<file path="config.mk">
export PLATFORM = sky130hd
export DESIGN_NAME = piso_serializer
export DESIGN_NICKNAME = d
export VERILOG_FILES = /design/src/rtl/piso_pkg.sv /design/src/rtl/piso_bit_cnt.sv /design/src/rtl/piso_serializer.sv
export SDC_FILE = /design/constraint.sdc
export NUM_CORES = 1
export LEC_CHECK = 0
export CORE_AREA = 4 4 41 43
export CTS_BUF_LIST = sky130_fd_sc_hd__clkbuf_8
export DETAILED_ROUTE_END_ITERATION = 12
export DIE_AREA = 0 0 45 47
export MAX_ROUTING_LAYER = met4
export SLEW_MARGIN = 25
export SYNTH_ARGS = -nofsm -noshare
export SYNTH_HDL_FRONTEND = slang
export SYNTH_SLANG_ARGS = --single-unit
</file>
<file path="constraint.sdc">
create_clock -name clk -period 2 [get_ports clk]
set_input_delay 0.4 -clock clk [delete_from_list [all_inputs] [get_ports clk]]
set_output_delay 0.4 -clock clk [all_outputs]
set_load 0.01 [all_outputs]
</file>
<file path="src/rtl/piso_pkg.sv">
// Shared types and defaults for the parallel-in serial-out serializer.
package piso_pkg;

  localparam int unsigned PISO_WIDTH_DEFAULT = 4;

  typedef enum logic [0:0] {
    IDLE  = 1'b0,
    SHIFT = 1'b1
  } piso_state_e;

endpackage

</file>
<file path="src/rtl/piso_bit_cnt.sv">
// Bit-position counter for the serializer. last_c flags that the value being
// loaded this edge equals the terminal count, so the caller can register it.
module piso_bit_cnt #(
  parameter int unsigned CNT_W = 3
) (
  input  logic             clk,
  input  logic             rst,
  input  logic             clear_i,
  input  logic             enable_i,
  input  logic [CNT_W-1:0] term_i,
  output logic             last_c
);

  logic [CNT_W-1:0] cnt_q;
  logic [CNT_W-1:0] cnt_d;

  // Saturates at term_i so the count never wraps within a word
  always_comb begin
    cnt_d = cnt_q;
    if (clear_i) begin
      cnt_d = '0;
    end else if (enable_i && (cnt_q != term_i)) begin
      cnt_d = cnt_q + CNT_W'(1);
    end
  end

  always_ff @(posedge clk or negedge rst) begin
    if (!rst) begin
      cnt_q <= '0;
    end else begin
      cnt_q <= cnt_d;
    end
  end

  assign last_c = (cnt_d == term_i);

endmodule

</file>
<file path="src/rtl/piso_serializer.sv">
// MSB-first parallel-to-serial converter with a valid/ready load port.
// Define PISO_PARITY_EN to append an even-parity bit after each word's LSB.
module piso_serializer
  import piso_pkg::*;
#(
  parameter int unsigned WIDTH = PISO_WIDTH_DEFAULT
) (
  input  logic             clk,
  input  logic             rst,
  input  logic [WIDTH-1:0] din,
  input  logic             load_valid,
  output logic             load_ready,
  output logic             d,
  output logic             d_valid,
  output logic             done
);

`ifdef PISO_PARITY_EN
  localparam int unsigned SH_W = WIDTH + 1;
`else
  localparam int unsigned SH_W = WIDTH;
`endif
  localparam int unsigned       CNT_W = $clog2(WIDTH + 1);
  localparam logic [CNT_W-1:0]  TERM  = CNT_W'(SH_W - 1);

  piso_state_e     state_q, state_d;
  logic [SH_W-1:0] sh_q, sh_d;
  logic [SH_W-1:0] word_c;
  logic            d_q, d_d;
  logic            dv_q, dv_d;
  logic            done_q, done_d;
  logic            rdy_q, rdy_d;
  logic            accept_c;
  logic            cnt_clr_c;
  logic            cnt_en_c;
  logic            cnt_last_c;

`ifdef PISO_PARITY_EN
  assign word_c = {din, ^din};
`else
  assign word_c = din;
`endif

  assign accept_c = load_valid & rdy_q;

  // done_q marks the final-bit cycle, which is also the only SHIFT cycle
  // that can accept the next word
  always_comb begin
    state_d   = state_q;
    sh_d      = sh_q;
    d_d       = 1'b0;
    dv_d      = 1'b0;
    cnt_clr_c = 1'b0;
    cnt_en_c  = 1'b0;
    if (accept_c) begin
      state_d   = SHIFT;
      sh_d      = word_c << 1;
      d_d       = word_c[SH_W-1];
      dv_d      = 1'b1;
      cnt_clr_c = 1'b1;
    end else if (state_q == SHIFT) begin
      if (done_q) begin
        state_d   = IDLE;
        sh_d      = '0;
        cnt_clr_c = 1'b1;
      end else begin
        sh_d     = sh_q << 1;
        d_d      = sh_q[SH_W-1];
        dv_d     = 1'b1;
        cnt_en_c = 1'b1;
      end
    end
  end

  assign done_d = dv_d & cnt_last_c;
  assign rdy_d  = (state_d == IDLE) | done_d;

  piso_bit_cnt #(
    .CNT_W (CNT_W)
  ) u_bit_cnt (
    .clk      (clk),
    .rst      (rst),
    .clear_i  (cnt_clr_c),
    .enable_i (cnt_en_c),
    .term_i   (TERM),
    .last_c   (cnt_last_c)
  );

  always_ff @(posedge clk or negedge rst) begin
    if (!rst) begin
      state_q <= IDLE;
      sh_q    <= '0;
      d_q     <= 1'b0;
      dv_q    <= 1'b0;
      done_q  <= 1'b0;
      rdy_q   <= 1'b0;
    end else begin
      state_q <= state_d;
      sh_q    <= sh_d;
      d_q     <= d_d;
      dv_q    <= dv_d;
      done_q  <= done_d;
      rdy_q   <= rdy_d;
    end
  end

  assign load_ready = rdy_q;
  assign d          = d_q;
  assign d_valid    = dv_q;
  assign done       = done_q;

endmodule
</file>
==> flow_summary.ini <==
[routing]
vias = 407
drc = 0
via_per_inst = 5.088
drtIter0Drc = 7
dr.pass1.iters = 3
routed_wl_um = 1054
routedWlPerCell_um = 13.18
ant_nets = 0

[cells_and_area]
nFillCells = 126
final_area_um2 = 685.7
final_cell_mix = dfrtp_1, clkdlybuf4s50_1, a21oi_1
drive_gt1_share_pct = 9.231
layout.nets = 75
stdcell_count = 80
antenna-diode-count = 0
fin_util_pct = 52.69
area_growth_pct = 32.05

[setup_path]
critical_path.top_delay_family = buffers and inverters
slowest_delay_ns = 0.59
reg2regPathDepth = 5
crit_path_end_kind = output port
critPathLaunchType = flop
cp_data_required_time_ns = 1.60
path_max_fanout = 12
crit_end = d_valid
worstSetupPathType = flop to output port
r2r_end = u_bit_cnt.cnt_q[0]
r2r_setup_slack_ns = 0.32
path_depth = 1
slowest_stage = clkdlybuf4s50_1
critPathArrivalTime_ns = 1.32
cp_cell_sequence = clkdlybuf4s50_1
r2r-start = u_bit_cnt.cnt_q[0]
crit_path_start = d_valid
worst-path-buf-inv = 1

[clock_network]
clockBufferDepth = 2
cts.clk_slew.worst_paths_ns = 0.05
cts_resized = 0
clk_latency_ns = 0.24
cts_buffers = 3
post-cts-setup-buffer-count = 0
cts_tree = built
holdBufCountCts = 0
cts_max_level = 1
clock_sinks = 10
cts_root_buf = clkbuf_8

[place]
placed_cells = 76
io_buffer_count = 10
placed_area_um2 = 630.6
place_ws_ns = 0.3209
dp_hpwl_um = 786.7
place_congestion = 0.7517

[yosys]
ys_types = 19
netlist_area_um2 = 519.2
ys_warn_count = 0
ys_seq_elements = 10
ys_seq_area_share_pct = 48.19
yosys.area.top_type_share_pct = 48.19
yosys.area.top_type = dfrtp_1
postSynthCellCount = 52
syn_nets = 61
synth_area_leaders = dfrtp_1, a21oi_1, ha_1
synth_area_per_cell_um2 = 9.986

[timing]
skew_ns = 0.002446
fin_crit_ns = 1.723
period_share_pct = 86.13
relSlewSlack_pct = 70.63
rsz0062_at_grt = no
timing.hold.ws_ns = 0.4738
final.setup.tns_ns = 0
fmax_mhz = 580.5
report.final.hold_viol_count = 0
setup_viol = 0
worst-slew-pin-transition_ns = 0.4392
finalMaxSlewViolations = 0
setup_slack_ns = 0.2774

[floorplan]
initial_core_util_pct = 39.90
chipWidth_um = 45
die_y_um = 47
fp.coreArea_um2 = 1301
boundaryPins = 11
rows = 13
dieArea_um2 = 2115

[pwr]
power_density_nw_per_um2 = 1581
ir_worst_vdd_v = 0.0008734
p_total_mw = 1.084
p_leak_nw = 0.3196

[global_routing]
grt_max_degree = 13
use_met3_pct = 4.598
overflow = 0
grt_pass1_vias = 390
met2_usage_pct = 16.38
grt_pass1_wl_um = 1683
grtUsageMet1_pct = 15.40
grt-busiest-layer = met2
track_usage_pct = 12.17
antenna_found_initial = 0

[flow_run]
maxCapViolCount = 0

[min_path]
hold_path.class = input pin to async pin

[status]
status = finished clean
cells in the mapped netlist, drive strengths merged:
cell type	instances
nand2	6
a21o	1
dfrtp	10
and2b	3
o21a	2
nand3b	1
mux2i	1
and3b	1
a21oi	7
o211ai	1
buf	1
or3b	2
nand3	3
inv	2
o21ai	1
nor3b	2
nor2	3
ha	2
nor2b	3
sequential cells by signal, summed over array words and instances (netlist names):
register,cells
d_valid,1
u_bit_cnt.cnt_q,3
sh_q,3
d,1
done,1
load_ready,1
worst min path at each step:
stage                    endpoint  slack [ns]  cells past startpoint
6_report       u_bit_cnt.cnt_q[2]        0.47                      1
5_1_grt        u_bit_cnt.cnt_q[2]        0.52                      1
4_1_cts                   sh_q[3]        0.49                      1
3_5_place_dp                    d        0.48                      2
3_3_place_gp                    d        0.49                      2
2_1_floorplan                   d        0.10                      0
report_power, final:
part / switching, mW / internal [mW] / leakage, nW
Sequential: 0.0798 / 0.287 / 0.125
Combinational: 0.214 / 0.249 / 0.166
Clock: 0.0813 / 0.173 / 0.0288
Total: 0.375 / 0.710 / 0.320
kinds of logic (layout without fill, tap and decap cells):
| logic type | count (synthesis) | count (layout) | synth area share [%] |
|---|---|---|---|
| buffers and inverters | 3 | 16 | 2.893 |
| AND/OR/NAND/NOR | 24 | 24 | 28.67 |
| multiplexers | 1 | 1 | 1.928 |
| AO/OA/AOI/OAI | 12 | 12 | 13.49 |
| adder cells (fa/ha/maj) | 2 | 2 | 4.819 |
| flip-flops | 10 | 10 | 48.19 |
cell type report:
class                      instances  area (um^2)  area share, %
timing repair buffer              10        100.1          14.60
inverter                           2        7.507          1.095
sequential                        10        250.2          36.50
tap                               15        18.77          2.737
clock buffer                       4        55.05          8.029
multi-input combinational         39        254.0          37.04
routing by layer:
layer / wire, um / up-vias
met5: 0 / -
met4: 21 / 0
met3: 66 / 2
met2: 462 / 9
met1: 504 / 189
li1: - / 207
Note: power is estimated with default switching activity, not from simulation.
